[config.mk]
export PLATFORM = sky130hd
export DESIGN_NAME = rr_arb_mux_flat
export DESIGN_NICKNAME = d
export VERILOG_FILES = /design/src/rtl/rr_arb_mux_if.sv /design/src/rtl/rr_arb_mux.sv /design/src/flat_wrapper.sv
export SDC_FILE = /design/constraint.sdc
export NUM_CORES = 1
export LEC_CHECK = 0
export CORE_ASPECT_RATIO = 0.5
export CORE_MARGIN = 2
export CORE_UTILIZATION = 36
export CTS_CLUSTER_SIZE = 30
export DETAILED_ROUTE_END_ITERATION = 16
export PLACE_DENSITY = 0.79
export SLEW_MARGIN = 5
export SYNTH_ARGS = -nofsm -noshare
export SYNTH_HDL_FRONTEND = slang
export SYNTH_SLANG_ARGS = --single-unit
[constraint.sdc]
create_clock -name clk -period 2.45 [get_ports clk]
set_clock_uncertainty 0.2 [all_clocks]
set_input_delay 0.245 -clock clk [delete_from_list [all_inputs] [get_ports clk]]
set_output_delay 0.245 -clock clk [all_outputs]
set_load 0.01 [all_outputs]
[src/rtl/rr_arb_mux_if.sv]
// rr_arb_mux_if: handshake/bus bundle for rr_arb_mux.
//   in_data/in_valid/in_ready : N producer channels, channel i at [i*WIDTH +: WIDTH]
//   mode/sel                  : selection control (0 = fixed sel, 1 = round-robin)
//   out_data/out_valid/out_ready/out_src : registered output and its source index
// slave modport is the mux side, master modport is the producer/consumer side.
`timescale 1ns/1ps
interface rr_arb_mux_if #(
  parameter int WIDTH = 32,
  parameter int N     = 4,
  parameter int SEL_W = $clog2(N)
);
  logic [N*WIDTH-1:0] in_data;
  logic [N-1:0]       in_valid;
  logic [N-1:0]       in_ready;
  logic               mode;
  logic [SEL_W-1:0]   sel;
  logic [WIDTH-1:0]   out_data;
  logic               out_valid;
  logic               out_ready;
  logic [SEL_W-1:0]   out_src;

  modport slave (
    input  in_data, in_valid, mode, sel, out_ready,
    output in_ready, out_data, out_valid, out_src
  );

  modport master (
    output in_data, in_valid, mode, sel, out_ready,
    input  in_ready, out_data, out_valid, out_src
  );
endinterface

[src/rtl/rr_arb_mux.sv]
// rr_arb_mux: N-input WIDTH-bit mux with a single registered output stage and
// valid/ready on every input and on the output. Selection is either a fixed
// external index (mode=0) or round-robin arbitration (mode=1).
//   clk   : clock, rising edge
//   rst_n : asynchronous active-low reset
//   bus   : rr_arb_mux_if.slave (inputs, selection control, registered output)
`timescale 1ns/1ps
module rr_arb_mux #(
  parameter int WIDTH = 32,
  parameter int N     = 4
) (
  input logic         clk,
  input logic         rst_n,
  rr_arb_mux_if.slave bus
);
  localparam int SEL_W = $clog2(N);

  logic             load_en;
  logic             gnt_vld;
  logic [SEL_W-1:0] gnt;
  logic [WIDTH-1:0] gnt_data;
  logic [N-1:0]     in_ready;

  logic [WIDTH-1:0] out_data_q,  out_data_d;
  logic [SEL_W-1:0] out_src_q,   out_src_d;
  logic             out_valid_q, out_valid_d;
  logic [SEL_W-1:0] ptr_q,       ptr_d;

  // The output register can take a word when empty or when its word retires now.
  assign load_en = !out_valid_q || bus.out_ready;

  always_comb begin : grant_logic
    int idx;
    idx     = 0;
    gnt_vld = 1'b0;
    gnt     = '0;
    if (!bus.mode) begin
      // Out-of-range sel (possible when N is not a power of two) never grants.
      if (int'(bus.sel) < N) begin
        if (bus.in_valid[bus.sel]) begin
          gnt_vld = 1'b1;
          gnt     = bus.sel;
        end
      end
    end else begin
      // Scan from ptr upward with explicit wrap so any N works.
      for (int k = 0; k < N; k++) begin
        idx = int'(ptr_q) + k;
        if (idx >= N) idx = idx - N;
        if (!gnt_vld && bus.in_valid[idx]) begin
          gnt_vld = 1'b1;
          gnt     = SEL_W'(idx);
        end
      end
    end
  end

  always_comb begin
    in_ready = '0;
    for (int i = 0; i < N; i++) begin
      in_ready[i] = load_en && gnt_vld && (gnt == SEL_W'(i));
    end
  end

  always_comb begin
    gnt_data = bus.in_data[int'(gnt)*WIDTH +: WIDTH];
  end

  always_comb begin
    out_data_d  = out_data_q;
    out_src_d   = out_src_q;
    out_valid_d = out_valid_q;
    ptr_d       = ptr_q;
    if (load_en) begin
      if (gnt_vld) begin
        out_data_d  = gnt_data;
        out_src_d   = gnt;
        out_valid_d = 1'b1;
        if (bus.mode) begin
          ptr_d = (gnt == SEL_W'(N-1)) ? '0 : gnt + 1'b1;
        end
      end else begin
        // Nothing to load: drop valid but keep the last word/source visible.
        out_valid_d = 1'b0;
      end
    end
  end

  always_ff @(posedge clk or negedge rst_n) begin
    if (!rst_n) begin
      out_data_q  <= '0;
      out_src_q   <= '0;
      out_valid_q <= 1'b0;
      ptr_q       <= '0;
    end else begin
      out_data_q  <= out_data_d;
      out_src_q   <= out_src_d;
      out_valid_q <= out_valid_d;
      ptr_q       <= ptr_d;
    end
  end

  assign bus.in_ready  = in_ready;
  assign bus.out_data  = out_data_q;
  assign bus.out_src   = out_src_q;
  assign bus.out_valid = out_valid_q;
endmodule

[src/flat_wrapper.sv]
// flat-port wrapper written by rule: the top's interface ports become plain ports
module rr_arb_mux_flat 
#(
  parameter int WIDTH = 32,
  parameter int N     = 4
)
  (clk, rst_n, bus_in_data, bus_in_valid, bus_mode, bus_sel, bus_out_ready, bus_in_ready, bus_out_data, bus_out_valid, bus_out_src);
  rr_arb_mux_if #(.WIDTH(WIDTH), .N(N)) bus_i ();
  input logic clk;
  input logic rst_n;
  input wire logic [$bits(bus_i.in_data)-1:0] bus_in_data;
  input wire logic [$bits(bus_i.in_valid)-1:0] bus_in_valid;
  input wire logic [$bits(bus_i.mode)-1:0] bus_mode;
  input wire logic [$bits(bus_i.sel)-1:0] bus_sel;
  input wire logic [$bits(bus_i.out_ready)-1:0] bus_out_ready;
  output wire logic [$bits(bus_i.in_ready)-1:0] bus_in_ready;
  output wire logic [$bits(bus_i.out_data)-1:0] bus_out_data;
  output wire logic [$bits(bus_i.out_valid)-1:0] bus_out_valid;
  output wire logic [$bits(bus_i.out_src)-1:0] bus_out_src;
  assign bus_i.in_data = bus_in_data;
  assign bus_i.in_valid = bus_in_valid;
  assign bus_i.mode = bus_mode;
  assign bus_i.sel = bus_sel;
  assign bus_i.out_ready = bus_out_ready;
  assign bus_in_ready = bus_i.in_ready;
  assign bus_out_data = bus_i.out_data;
  assign bus_out_valid = bus_i.out_valid;
  assign bus_out_src = bus_i.out_src;
  rr_arb_mux #(.WIDTH(WIDTH), .N(N)) u_core (.clk(clk), .rst_n(rst_n), .bus(bus_i));
endmodule
==> results_dict.tcl <==
set metrics [dict create \
    hold_viol 0 \
    reg2reg_slack_ps -160 \
    leakage_nw 2.45 \
    min-delay-start "u_core.bus.out_src[0]$_DFFE_PN0P_" \
    final_cells 692 \
    cts_inserted_buffers 5 \
    holdWs_ps 296 \
    clk_latency_ps 280 \
    critPathLaunchType "flop" \
    layout_setup_ws_ps -162 \
    grt_start_max_net_pins 38 \
    synth_edf_count 0 \
    ir_drop_mv 0.347 \
    synth_ff_type "dfrtp_1" \
    gr-usage-all-layers_pct 25.1 \
    endpoint_kind "flop" \
    hold_depth 2 \
    rsz0062_at_grt "yes" \
    htreeDepth 2 \
    yosysTopAreaCellShare_pct 29.4 \
    start_util_pct 36.6 \
    clock_path_buffers 2 \
    ys_warn_count 0 \
    drt-total-wl_microns 12400 \
    grt_pass1_wl_microns 19100 \
    dieArea_sq_um 9550 \
    io-pin-count 177 \
    r2r_start "u_core.ptr_q[0]$_DFFE_PN0P_" \
    crit_arrival_ps 2580 \
    synth_cells 365 \
    cts_tree "yes" \
    antenna_cells 0 \
    worst_pin_slew_ps 884 \
    core-area_sq_um 8590 \
    vias 3809 \
    async_flop_share_pct 100 \
    die_h_microns 70.1 \
    num_rows 24 \
    drt_iter0_markers 326 \
    place_congestion 0.869 \
    timing.slew.headroom_pct 41.1 \
    hold_end "u_core.bus.out_src[0]$_DFFE_PN0P_" \
    failed_checks "negative setup slack" \
    drive_gt1_share_pct 19.7 \
    worstSetupPathType "flop to flop" \
    nFillCells 674 \
    drc 0 \
    rr_endpoint "u_core.bus.out_data[17]$_DFFE_PN0P_" \
    place_inst 672 \
    grt_pass1_vias 3792 \
    grt_antenna_before_repair 0 \
    hpwl_microns 8970 \
    setup_viol 13 \
    synth-seq-area-share_pct 29.4 \
    nets 712 \
    reg2reg_depth 7 \
    yosys_register_bits 37 \
    synth_top_area_cell "dfrtp_1" \
    power_density_nw_per_um2 618 \
    synthTopCellsByArea "dfrtp_1, mux2i_1, o311ai_0, o211ai_1, a211oi_1" \
    clkTransAtPathRegs_ps 60 \
    ant_nets 0 \
    hold_path_class "flop to flop" \
    syn_to_final_growth_pct 85.4 \
    syn_avg_cell_area_sq_um 8.62 \
    wl_per_cell_microns 17.9 \
    cap_violations 0 \
    critPathMaxFanout 8 \
    viasPerCell 5.50 \
    synth_cell_types 41 \
    synth.net_count 503 \
    grt.overflow.total 0 \
    period_share_pct 107 \
    status "finished with violations" \
    root_buffer "clkbuf_16" \
    die_x_microns 136 \
    fmax_mhz 383 \
    io_buffers 176 \
    post-route-min-period_ps 2610 \
    synth_area_sq_um 3150 \
    numClockSinks 37 \
    drv_slew 0 \
    total_power_mw 3.61 \
    first_pass_iters 6 \
    cp_data_required_time_ps 2420 \
]
critical path: stages (launching register included):
cell	delay [ps]
dfrtp_1	370
or4b_4	550
a2111oi_4	300
a311o_1	240
buf_6	140
buf_12	130
mux4_2	300
mux2_4	270
kinds of logic (layout without fill, tap and decap cells):
family / count (synthesis) / count (layout) / share of synthesized area, %
simple gates: 124 / 124 / 20.4
compound gates: 93 / 93 / 22.9
buf+inv: 67 / 277 / 9.82
mux: 43 / 43 / 17.2
flops: 37 / 37 / 29.4
xor+xnor: 1 / 1 / 0.278
worst max-delay path by stage:
stage                                 from                             endpoint  slack [ps]  cells after the start
6_report       u_core.ptr_q[0]$_DFFE_PN0P_  u_core.bus.out_data[17]$_DFFE_PN0P_        -160                      7
4_1_cts        u_core.ptr_q[0]$_DFFE_PN0P_                      bus_in_ready[3]        -210                      7
3_5_place_dp               bus_in_valid[2]                      bus_in_ready[1]        -570                      8
3_3_place_gp                    bus_sel[0]                      bus_in_ready[1]        -570                      7
5_1_grt        u_core.ptr_q[0]$_DFFE_PN0P_                      bus_in_ready[2]        -280                      7
2_1_floorplan  u_core.ptr_q[1]$_DFFE_PN0P_  u_core.bus.out_data[24]$_DFFE_PN0P_         -90                      8
registers in the layout, summed over array words and instances (netlist names):
name / count
u_core.bus.out_valid: 1
u_core.ptr_q: 2
u_core.bus.out_data: 32
u_core.bus.out_src: 2
area by class of cell:
type	instances	area [sq um]	area share, %
clock buffer	7	143	2.44
multi-input combinational	261	2060	35.3
timing repair buffer	242	2430	41.6
tap	117	146	2.51
clock inverter	1	30.0	0.515
sequential	37	926	15.9
inverter	27	101	1.74
synthesized netlist by cell type (all sizes together), types with 5 or more instances:
library cell   n
dfrtp         37
nand2         30
inv           27
mux2i         26
nand3         26
o211ai        26
a211oi        25
and2          24
nor3          24
o311ai        24
clkbuf        23
buf           17
mux2           9
mux4           8
nor2           5
o21ai          5
through the flow:
stage	worst slack, ps	util [%]	setup TNS, ps	instance area (sq um)
finish	-162	67.9	-1600	5840
global route	-276	67.9	-4760	5840
CTS	-212	65.8	-2090	5650
detailed placement	-572	62.3	-14820	5350
global placement	-570	62.3	-12650	5350
floorplan	-87.0	-	-174	3170
routing by layer:
layer / vias to the layer above / GRT usage (%) / wire, microns
met2: 146 / 44.8 / 6170
met3: 26 / 4.07 / 662
li1: 1798 / - / -
met1: 1839 / 32.1 / 5330
met4: 0 / 5.56 / 248
met5: - / 0 / 0
timing repair:
action / 4_1_cts / 5_1_grt
hold endpoints to repair: 37 / 0
cloned: 1 / 3
hold buffers: 1 / 0
pin swaps: 13 / 11
setup endpoints to repair: 31 / 38
setup buffers: 6 / 5
resized for setup: 48 / 34
cell usage in the layout (no fill, tap or decap), types with 2 or more instances in the layout:
cell type,n
a211oi_1,25
and2_1,24
and3_1,2
buf_12,9
buf_2,4
buf_4,48
buf_6,4
buf_8,2
clkbuf_16,8
clkdlybuf4s50_1,169
dfrtp_1,37
dlygate4sd2_1,2
inv_1,27
mux2_2,3
mux2_4,6
mux2i_1,26
mux4_2,8
nand2_1,29
nand2b_1,3
nand3_1,26
nor2_2,3
nor3_1,24
o211ai_1,26
o21a_1,2
o21ai_0,2
o21ai_1,2
o311ai_0,4
o311ai_1,15
o311ai_2,4
report_power, final:
part	leakage, nW	internal, mW	total, mW	switching [mW]
combinational	1.91	1.12	1.94	0.820
sequential	0.448	0.797	0.900	0.103
clock	0.0841	0.509	0.768	0.259
No activity file was read; power rests on OpenSTA's default activity.
